==> src/rtl/macrocell_bank.sv <==
// Bank of NCELLS macrocells: product-term sum with cascade chain, 4-mode register, OE select.
// Optional pad keeper flop per cell enabled by defining MACROCELL_BANK_PIN_KEEPER_EN.
module macrocell_bank #(
   parameter int NCELLS  = 16,
   parameter int GOE_W   = 6,
   parameter int OESEL_W = 4
) (
   input  logic                        gclk_v,
   input  logic                        gclr_v,
   input  logic [5*NCELLS-1:0]         pt_v,
   input  logic                        casin_v,
   input  logic [GOE_W-1:0]            goe_v,
   input  logic [5*NCELLS-1:0]         pt_route_mux,
   input  logic [NCELLS-1:0]           cas_en_mux,
   input  logic [NCELLS-1:0]           xor_inv_mux,
   input  logic [2*NCELLS-1:0]         storage_mux,
   input  logic [NCELLS-1:0]           o_mux,
   input  logic [NCELLS-1:0]           fb_mux,
   input  logic [OESEL_W*NCELLS-1:0]   oe_mux,
   output logic                        casout_v,
   output logic [NCELLS-1:0]           pad_v,
   output logic [NCELLS-1:0]           pad_oe_v,
   output logic [NCELLS-1:0]           mc_fb_v,
   output logic [NCELLS-1:0]           q_v
);

   typedef enum logic [1:0] {
      MODE_D      = 2'b00,
      MODE_T      = 2'b01,
      MODE_STICKY = 2'b10,
      MODE_LOAD   = 2'b11
   } storage_mode_t;

   logic [NCELLS-1:0] sum_c;
   logic [NCELLS-1:0] d_c;
   logic [NCELLS-1:0] xorop_c;
   logic [NCELLS-1:0] ce_c;
   logic [NCELLS-1:0] ar_c;
   logic [NCELLS-1:0] as_c;
   logic [NCELLS-1:0] pt5_oe_c;
   logic [NCELLS-1:0] q_r;
   logic [NCELLS-1:0] q_next;
   logic [NCELLS-1:0] oe_c;
   logic [NCELLS-1:0] raw_c;
   logic              chain;
   storage_mode_t     mode;
   logic [OESEL_W-1:0] sel;

   // The cascade ripples through every cell inside one block so the chain stays a plain variable.
   always_comb begin
      sum_c = '0;
      chain = casin_v;
      for (int i = 0; i < NCELLS; i++) begin
         sum_c[i] = cas_en_mux[i] & chain;
         for (int k = 0; k < 5; k++) begin
            if (!pt_route_mux[5*i+k])
               sum_c[i] = sum_c[i] | pt_v[5*i+k];
         end
         chain = sum_c[i];
      end
   end

   assign casout_v = sum_c[NCELLS-1];

   always_comb begin
      xorop_c  = '0;
      ce_c     = '1;
      ar_c     = '0;
      as_c     = '0;
      pt5_oe_c = '0;
      for (int i = 0; i < NCELLS; i++) begin
         xorop_c[i]  = pt_route_mux[5*i]   & pt_v[5*i];
         ce_c[i]     = ~pt_route_mux[5*i+1] | pt_v[5*i+1];
         ar_c[i]     = pt_route_mux[5*i+2] & pt_v[5*i+2];
         as_c[i]     = pt_route_mux[5*i+3] & pt_v[5*i+3];
         pt5_oe_c[i] = pt_route_mux[5*i+4] & pt_v[5*i+4];
      end
   end

   assign d_c = sum_c ^ xorop_c ^ xor_inv_mux;

   // Clear beats preset; transparent-load is the only mode that ignores CE.
   always_comb begin
      q_next = q_r;
      mode   = MODE_D;
      for (int i = 0; i < NCELLS; i++) begin
         mode = storage_mode_t'(storage_mux[2*i +: 2]);
         if (ar_c[i])
            q_next[i] = 1'b0;
         else if (as_c[i])
            q_next[i] = 1'b1;
         else if (!ce_c[i] && mode != MODE_LOAD)
            q_next[i] = q_r[i];
         else begin
            case (mode)
               MODE_D:      q_next[i] = d_c[i];
               MODE_T:      q_next[i] = q_r[i] ^ d_c[i];
               MODE_STICKY: q_next[i] = q_r[i] | d_c[i];
               default:     q_next[i] = d_c[i];
            endcase
         end
      end
   end

   always_ff @(posedge gclk_v) begin
      if (gclr_v)
         q_r <= '0;
      else
         q_r <= q_next;
   end

   assign q_v     = q_r;
   assign mc_fb_v = (fb_mux & q_r) | (~fb_mux & d_c);
   assign raw_c   = (o_mux & q_r) | (~o_mux & d_c);

   // Select codes past the last global line decode to off.
   always_comb begin
      oe_c = '0;
      sel  = '0;
      for (int i = 0; i < NCELLS; i++) begin
         sel = oe_mux[OESEL_W*i +: OESEL_W];
         if (sel == OESEL_W'(1))
            oe_c[i] = 1'b1;
         else if (sel == OESEL_W'(2))
            oe_c[i] = pt5_oe_c[i];
         for (int g = 0; g < GOE_W; g++) begin
            if (sel == OESEL_W'(g + 3))
               oe_c[i] = goe_v[g];
         end
      end
   end

   assign pad_oe_v = oe_c;

`ifdef MACROCELL_BANK_PIN_KEEPER_EN
   logic [NCELLS-1:0] keeper_r;

   always_ff @(posedge gclk_v) begin
      if (gclr_v)
         keeper_r <= '0;
      else
         keeper_r <= (oe_c & raw_c) | (~oe_c & keeper_r);
   end

   assign pad_v = (oe_c & raw_c) | (~oe_c & keeper_r);
`else
   assign pad_v = oe_c & raw_c;
`endif

endmodule

==> config.mk <==
export PLATFORM = sky130hd
export DESIGN_NAME = macrocell_bank
export DESIGN_NICKNAME = d
export VERILOG_FILES = /design/src/rtl/macrocell_bank.sv
export SDC_FILE = /design/constraint.sdc
export NUM_CORES = 1
export LEC_CHECK = 0
export ABC_AREA = 1
export ABC_CLOCK_PERIOD_IN_PS = 5550
export CORE_AREA = 2 2 151 153
export CTS_BUF_LIST = sky130_fd_sc_hd__clkbuf_8
export DETAILED_ROUTE_END_ITERATION = 16
export DIE_AREA = 0 0 153 155
export GPL_TIMING_DRIVEN = 0
export SKIP_LAST_GASP = 1
export SLEW_MARGIN = 30
export SYNTH_ARGS = -nofsm -noshare
export SYNTH_HDL_FRONTEND = slang
export SYNTH_SLANG_ARGS = --single-unit
==> constraint.sdc <==
create_clock -name gclk_v -period 5.55 [get_ports gclk_v]
set_clock_uncertainty 0.1 [all_clocks]
set_input_delay 1.11 -clock gclk_v [delete_from_list [all_inputs] [get_ports gclk_v]]
set_output_delay 1.11 -clock gclk_v [all_outputs]
set_load 0.05 [all_outputs]
== Word level (Yosys, flattened, before mapping) ==
Cells that the tools add are included.
Cells by class
  muxes and demuxes: 256
  bitwise gates (word level): 235
  reduce and logical (&&, ||, !) cells: 48
  eq/ne operators: 192
Operators by type and width (count)
  $eq 4x3->1 const B: 64
  $mux 1: 240
  $eq 4x2->1 const B: 32
  $or 1x1->1: 112
  $and 1x1->1: 80
  $and 16x16->16: 5
  $eq 4x1->1 const B: 16
  $eq 4x4->1 const B: 16
  $ne 2x2->1 const B: 32
  $eq 2x1->1 const B: 16
  $eq 2x2->1 const B: 16
  $not 16->16: 2
  $or 16x16->16: 2
  $pmux 1 s2: 16
  $reduce_or 2->1: 16
  $xor 16x16->16: 2
  $logic_and 1x1->1: 16
  $logic_not 1->1: 16
  $not 1->1: 16
  $xor 1x1->1: 16
Storage, ports and cells
  register bits after elaboration: 16
  input port bits: 329
  logic and storage cells: 747
  output and inout port bits: 65

== Depth between registers and ports, before layout ==
Gate-level depths: netlist of the first run.
  depth in word-level cells: 182
  depth in mapped cells: 43
  depth with buffers taken out: 43

== Least setup slack after synthesis of the first run ==
No wires, ideal clock.
  path type: input to output
  from: input port pt_route_mux[2]
  to: output port mc_fb_v[14]
  arrival time: 4310 ps
  required time: 4340 ps
  stages: 36
  setup slack: 30 ps
  buffers on the path: 0
  cells stage by stage: inv_1 nand2_1 nand2_1 nor2_2 nand2_2 nand2_2 nand2_2 nand2_2 nand2_2 nand2_2 nand2_2 nand2_2 nand2_2 nand2_2 nand2_2 nand2_2 nand2_2 nand2_2 nand2_2 nand2_2 nand2_2 nand2_2 nand2_2 nand2_2 nand2_2 nand2_2 nand2_2 nand2_2 nand2_2 nand2_2 nand2_2 nand2_2 nand2_2 nand2_1 nand2_1 o21ai_0
On the way
  longest elaborated chain between the ends: 163
RTL lines
  from (decl): line 13  | input logic [5*NCELLS-1:0] pt_route_mux,
  $mux 1 *: line 56  | if (!pt_route_mux[5*i+k])
  $or 1x1->1: line 57  | sum_c[i] = sum_c[i] | pt_v[5*i+k];
  $mux 1 *: line 56
  $or 1x1->1: line 57
  $mux 1 *: line 56
  $and 1x1->1 *: line 54  | sum_c[i] = cas_en_mux[i] & chain;
  $or 1x1->1: line 57
  $mux 1 *: line 56
  [... 146 more ...]
  $mux 1 *: line 56
  $or 1x1->1: line 57
  $mux 1 *: line 56
  $or 1x1->1: line 57
  $mux 1 *: line 56
  $xor 16x16->16 * (2 in a row): line 80  | assign d_c = sum_c ^ xorop_c ^ xor_inv_mux;
  $and 16x16->16 *: line 113  | assign mc_fb_v = (fb_mux & q_r) | (~fb_mux & d_c);
  $or 16x16->16 *: line 113
  to (decl): line 23  | output logic [NCELLS-1:0] mc_fb_v,
Mark *: on every way between the ends. The rest lies on a longest branch, timed or not.

== Final worst setup path of the first run ==
  from: input port pt_route_mux[1]
  to: register q_r[0] (netlist: q_v[0])
On the way
  longest elaborated chain between the ends: 13
  elaborated cells between the ends (all ways): 19
  classes of those cells: eq/ne (1); mux (7); bitwise (9); reduce/logical (2)
RTL lines
  $mux 1: line 56
  $or 1x1->1: line 57
  $mux 1: line 56
  $or 1x1->1: line 57
  $mux 1: line 56
  $or 1x1->1: line 57
  $mux 1: line 56
  $xor 16x16->16 (2 in a row): line 80
  $or 1x1->1 or $xor 1x1->1 (tied branches): line 98, 97
  $pmux 1 s2: line 95  | case (mode)
  $mux 1: line 92  | else if (!ce_c[i] && mode != MODE_LOAD)
  $mux 1: line 90  | else if (as_c[i])
  to (signal assigned): line 109  | q_r <= q_next;
  to (decl): line 41  | logic [NCELLS-1:0] q_r;
Several ways; a longest one is shown, not always the timed one. The select of a mux whose other input is x is not followed.
A chain may end at the register's enable or synchronous reset.

==> results.cfg, run 1 <==
[timing]
worst-slew-pin-transition_ps = 766
fmax_ghz = 0.182
setup_repair_after_global_routing_missed_its_margin = yes
final.period_utilization_pct = 99.1
post-route-min-period_ps = 5500
setup_viol = 0
hold_viol = 0
timing.slew.headroom_pct = 49.0
report.final.slew_viol_count = 0

[synthesis]
synth.area.top_cells = sky130_fd_sc_hd__inv_1, sky130_fd_sc_hd__ha_1, sky130_fd_sc_hd__nand2_1
synth-async-reset-ratio_pct = 0
synth-edff-count = 0
postSynthRegisterBits = 16
dominantRegCellSynth = sky130_fd_sc_hd__dfxtp_1
syn_inst = 874
ys_seq_area_share_pct = 6.34
synth.avg_cell_area_um2 = 5.79
yosysTopAreaCell = sky130_fd_sc_hd__inv_1
synthesis.nets = 1267
synth.cell_area_mm2 = 0.00506
post-synth-top-area-fraction_pct = 16.0
post_synth_num_cell_types = 41
number_of_warnings_reported_in_the_yosys_synthesis_log = 0

[power]
static_leak_nw = 4.92
p_per_area_mw_per_mm2 = 123
vdd_ir_drop_max_mv = 0.0728

[grt]
global_route.overflow_total = 0
grt_util_all_layers_pct = 20.7
grt_pass1_wl_mm = 38.7
grt_start_max_net_pins = 11
first_global_vias = 7359
antenna_found_initial = 0

[worst_setup_path]
r2r_cells = 6
cp_peak_stage_delay_ps = 220
r2r_end = q_v[0]$_SDFFE_PP0P_
critPathLaunchType = primary input
criticalPathCategory = in2reg
reg2reg_setup_slack_ps = 3870
cp_data_arrival_time_ps = 5580
worst_path_most_repeated_cell = sky130_fd_sc_hd__buf_4
crit_fanout = 2
timing.critical_path.to_type = flip-flop
worst_ep_required_time_ps = 5630
cpMaxStageDelayCell = sky130_fd_sc_hd__nor3_4
rr_startpoint = q_v[0]$_SDFFE_PP0P_

[floorplan]
core_ar_mm2 = 0.0222
die_w_um = 153
die_height_um = 155
initial_core_util_pct = 22.7
floorplan.rows = 55
design.die.area_mm2 = 0.0237
ioPinCount = 394

[detailed_routing]
wire_per_inst_um = 16.0
detail_route.iter0.violations = 368
drt_first_pass_iters = 5
viasPerCell = 4.65
via_count = 7583
wl_mm = 26.0
drc_errors = 0
drt.antenna.violating_nets = 0

[layout]
area.sequential_um2 = 320
p_r_area_growth_vs_syn_pct = 100
multi_input_comb_area_mm2 = 0.00411
final_core_util_pct = 45.6
layout.nets = 1741
finish.instance_area_mm2 = 0.0101
drive_gt1_share_pct = 14.1
largest_register_ffs = 16
fill_cells = 2343
ant_diodes = 0

[placed_design]
final_hpwl_dp_mm = 21.2
cell_area_reported_after_detailed_placement_mm2 = 0.00931
place.gp.congestion = 0.865
port_buffers = 389

[min_path]
timing.hold.worst.class = reg2reg
min_from = q_v[11]$_SDFFE_PP0P_
min_to = q_v[11]$_SDFFE_PP0P_
min_path_cells = 2

[clock_tree]
clk_transition_reported_paths_ps = 90
clk_latency_ps = 270
cts_max_path_buffers = 2
cts.sink_count = 16
htree_num_levels = 1
clock_tree.root_cell = sky130_fd_sc_hd__clkbuf_8
tritoncts_clock_tree = done
cts_made_buffers = 3

[job]
max-cap-violations = 0

[outcome]
run_status = finished, final reports clean
[cell usage in the layout (no fill, tap or decap), drive strengths merged, types with 21 or more instances in the layout]
master,count
ha,64
a221oi,23
clkdlybuf4s50,326
inv,215
a21oi,46
o21ai,78
nand2,190
xnor2,28
nor3,21
buf,99
nand3,28
dlygate4sd2,22
nor2,46
[report_power, final]
| group | leakage (nW) | total (mW) | switching (mW) | internal, mW |
|---|---|---|---|---|
| sequential | 0.133 | 0.144 | 0.0170 | 0.127 |
| combinational | 4.76 | 0.989 | 0.516 | 0.473 |
| clock | 0.0216 | 0.112 | 0.0634 | 0.0489 |
| total | 4.92 | 1.25 | 0.596 | 0.649 |
[worst max-delay path, delay by kind of cell]
family                 cells  cell delay (ps)
AO/OA/AOI/OAI              2              250
buffers and inverters     34             4000
AND/OR/NAND/NOR            1              220
[synthesized netlist by cell type, types with 2 or more instances]
cell / count
sky130_fd_sc_hd__a211oi_1: 17
sky130_fd_sc_hd__a21oi_1: 45
sky130_fd_sc_hd__a221oi_1: 23
sky130_fd_sc_hd__a31oi_1: 11
sky130_fd_sc_hd__a32oi_1: 2
sky130_fd_sc_hd__clkbuf_1: 10
sky130_fd_sc_hd__dfxtp_1: 16
sky130_fd_sc_hd__ha_1: 64
sky130_fd_sc_hd__inv_1: 215
sky130_fd_sc_hd__nand2_1: 158
sky130_fd_sc_hd__nand2_2: 30
sky130_fd_sc_hd__nand2_4: 2
sky130_fd_sc_hd__nand2b_1: 8
sky130_fd_sc_hd__nand3_1: 28
sky130_fd_sc_hd__nand4_1: 14
sky130_fd_sc_hd__nor2_1: 45
sky130_fd_sc_hd__nor3_1: 21
sky130_fd_sc_hd__nor3b_1: 3
sky130_fd_sc_hd__o211ai_1: 7
sky130_fd_sc_hd__o21a_1: 2
sky130_fd_sc_hd__o21ai_0: 75
sky130_fd_sc_hd__o21ai_2: 2
sky130_fd_sc_hd__o221a_2: 2
sky130_fd_sc_hd__o221ai_1: 7
sky130_fd_sc_hd__o22ai_1: 18
sky130_fd_sc_hd__o31ai_1: 2
sky130_fd_sc_hd__o32ai_1: 5
sky130_fd_sc_hd__xnor2_1: 28
sky130_fd_sc_hd__xor2_1: 2
[cell type report]
class | instances | area share (%)
inverter | 216 | 8.01
buffer | 10 | 0.395
tap | 285 | 3.52
clock buffer | 3 | 0.408
timing repair buffer | 469 | 43.9
multi-input combinational | 632 | 40.6
sequential | 16 | 3.16
[cell families after synthesis]
family	after synthesis	share of synthesized area [%]
flops	16	6.34
buf+inv	226	16.8
compound gates	224	28.0
xor+xnor	30	5.20
fa+ha+maj	64	15.8
simple gates	314	27.9
[timing repair]
item / CTS / global route
pin swaps: 23 / 27
setup endpoints to repair: 21 / 32
hold buffers: 0 / 0
setup buffers: 78 / 5
resized for setup: 158 / 76
[worst max-delay path by stage]
| stage | startpoint | to | cells after the start |
|---|---|---|---|
| 2_1_floorplan | pt_route_mux[2] | mc_fb_v[14] | 36 |
| 3_3_place_gp | pt_route_mux[2] | pad_v[14] | 40 |
| 3_5_place_dp | pt_route_mux[2] | pad_v[14] | 40 |
| 4_1_cts | pt_v[7] | mc_fb_v[1] | 20 |
| 5_1_grt | pt_v[7] | mc_fb_v[15] | 37 |
| 6_report | pt_route_mux[1] | q_v[0]$_SDFFE_PP0P_ | 37 |
[per-stage QoR]
| stage | power, mW | instances | setup TNS (ps) | setup slack, ps | hold slack, ps |
|---|---|---|---|---|---|
| after floorplan | 0.601 | 874 | 0 | 30.2 | 641 |
| after global placement | 1.04 | 1548 | -12190 | -1150 | 430 |
| after detailed placement | 1.05 | 1548 | -12430 | -1170 | 430 |
| after CTS | 1.23 | 1629 | -8.25 | -8.25 | 449 |
| after global routing | 1.34 | 1631 | -358 | -144 | 478 |
| final | 1.25 | 1631 | 0 | 50.3 | 448 |
[metal layers]
metal | part of all wire [%] | wire, um | up-vias | track usage [%]
met3 | 7.0 | 1820 | 39 | 3.70
li1 | - | - | 3837 | -
met4 | 2.7 | 713 | 0 | 6.35
met1 | 40 | 10500 | 3365 | 24.1
met2 | 50 | 13000 | 342 | 38.5
met5 | 0 | 0 | - | 0
No activity file was read; power rests on OpenSTA's default activity.
==> run 2, diff against run 1 <==
--- a/config.mk
+++ b/config.mk
@@ -7,10 +7,11 @@
 export LEC_CHECK = 0
 export ABC_AREA = 1
 export ABC_CLOCK_PERIOD_IN_PS = 5550
-export CORE_AREA = 2 2 151 153
+export CAP_MARGIN = 20
+export CORE_AREA = 2 2 154 156
 export CTS_BUF_LIST = sky130_fd_sc_hd__clkbuf_8
 export DETAILED_ROUTE_END_ITERATION = 16
-export DIE_AREA = 0 0 153 155
+export DIE_AREA = 0 0 156 158
 export GPL_TIMING_DRIVEN = 0
 export SKIP_LAST_GASP = 1
 export SLEW_MARGIN = 30
==> run 2 against run 1 <==
  * The flow now finishes with violations (negative setup slack)
  * Highest routed layer is now met5
  * Critical endpoint unchanged
  * Flip-flop and latch count unchanged
  * Critical path type unchanged
  * Via count decreased by 2.0%
  * Critical path depth increased by 2
  * Largest cell class unchanged
==> results.cfg, run 2 (same netlist as run 1, synthesis figures left out) <==
[layout]
layout.nets = 1723
most_frequent_cells_in_the_layout = sky130_fd_sc_hd__clkdlybuf4s50_1, sky130_fd_sc_hd__inv_1, sky130_fd_sc_hd__nand2_1, sky130_fd_sc_hd__o21ai_0, sky130_fd_sc_hd__ha_1
drive_gt1_share_pct = 12.7
ant_diodes = 0
most_common_cell_after_layout_fill_and_taps_aside = sky130_fd_sc_hd__clkdlybuf4s50_1
finish.instance_area_mm2 = 0.00992
largest_register_ffs = 16
p_r_area_growth_vs_syn_pct = 96.3

[timing]
timing.final.ws_setup_ps = -144
report.final.slew_viol_count = 0
fmax_ghz = 0.176
setup_repair_after_global_routing_missed_its_margin = yes
timing.slew.headroom_pct = 47.9
fin_hold_ws_ps = 444
post-route-min-period_ps = 5690
final.setup.tns_ps = -144
worst-slew-pin-transition_ps = 782
final.period_utilization_pct = 103
hold_viol = 0
setup_viol = 1

[floorplan]
die_w_um = 156
die_height_um = 158
floorplan.rows = 56
design.die.area_mm2 = 0.0246
core_ar_mm2 = 0.0231
initial_core_util_pct = 21.9
ioPinCount = 394

[grt]
grt_util_all_layers_pct = 19.7
global_route.overflow_total = 0
first_global_vias = 7079
grt_pass1_wl_mm = 37.5
antenna_found_initial = 1
grt_start_max_net_pins = 11

[detailed_routing]
drt_first_pass_iters = 4
viasPerCell = 4.59
wire_per_inst_um = 15.9
detail_route.iter0.violations = 235
drt.antenna.violating_nets = 0
via_count = 7433
drc_errors = 0
wl_mm = 25.7

[clock_tree]
clock_tree.root_cell = sky130_fd_sc_hd__clkbuf_8
htree_num_levels = 1
tritoncts_clock_tree = done
clk_latency_ps = 280
cts.sink_count = 16
cts_max_path_buffers = 2
cts_made_buffers = 3
clk_transition_reported_paths_ps = 100
cts_hold_repair.buffers = 0

[placed_design]
final_hpwl_dp_mm = 21.2
dpl_worst_slack_ps = -1110
cell_area_reported_after_detailed_placement_mm2 = 0.00931
place.gp.congestion = 0.867
port_buffers = 389

[worst_setup_path]
worst_path_most_repeated_cell = sky130_fd_sc_hd__buf_4
cp_peak_stage_delay_ps = 170
critPathLaunchType = primary input
worst_ep_required_time_ps = 5640
cp_data_arrival_time_ps = 5780
criticalPathCategory = in2reg
crit_fanout = 2
timing.critical_path.to_type = flip-flop
cpMaxStageDelayCell = sky130_fd_sc_hd__o21ai_0

[min_path]
timing.hold.worst.class = reg2reg

[power]
static_leak_nw = 4.79
p_per_area_mw_per_mm2 = 123
vdd_ir_drop_max_mv = 0.0654

[outcome]
failed_checks = negative setup slack
run_status = complete, but fails checks

[job]
max-cap-violations = 0
==> run 2: changes by cell type in the layout (fill, tap and decap cells not counted), sizes merged <==
cell,previous run,this run
dlygate4sd2,22,18
buf,99,81
clkbuf,18,22
dlymetal6s2s,7,4
clkdlybuf4s50,326,330
clkdlybuf4s15,10,9
==> run 2: critical path: cells and delay by family <==
kind,cells,cell delay (ps)
simple gates,1,160
compound gates,2,260
buf+inv,36,4250
==> run 2: final timing paths <==
kind                       startpoint  depth (start not counted)                  end  slack [ps]
hold reg to reg   q_v[7]$_SDFFE_PP0P_                          2  q_v[7]$_SDFFE_PP0P_         440
setup reg to reg  q_v[0]$_SDFFE_PP0P_                          6  q_v[0]$_SDFFE_PP0P_        3950
setup / recovery      pt_route_mux[1]                         39  q_v[0]$_SDFFE_PP0P_        -140
hold / removal    q_v[7]$_SDFFE_PP0P_                          2  q_v[7]$_SDFFE_PP0P_         440
==> run 2: per-layer routing <==
metal	vias up	wire length (um)	global-route usage (%)
met5	-	13	0
met4	2	574	5.20
met3	33	2030	4.79
met2	304	13000	37.6
met1	3289	10100	21.9
li1	3805	-	-
==> run 2: area by class of cell <==
cell class	instances	area, um2
multi-input cells	632	4060
well taps	290	363
inverters	216	811
clock buffers	3	41.3
plain buffers	10	40.0
fillers	2392	13100
flip-flops and latches	16	320
repair buffers	451	4290
==> run 2: timing repair <==
item	CTS	global route
resized for setup	177	45
endpoints found under the hold margin	0	0
setup buffers	56	6
setup endpoints to repair	25	23
pin swaps	39	35
==> run 2: power breakdown <==
group,switching [mW],leakage [nW],internal [mW],total [mW]
combinational,0.505,4.63,0.451,0.956
clock,0.0681,0.0216,0.0490,0.117
sequential,0.0162,0.133,0.127,0.144
==> run 2: through the flow <==
step	util [%]	cells	total power [mW]
floorplan	-	874	0.601
global placement	40.4	1553	1.04
detailed placement	40.4	1553	1.05
CTS	42.6	1612	1.21
global route	43.1	1618	1.31
finish	43.1	1618	1.22
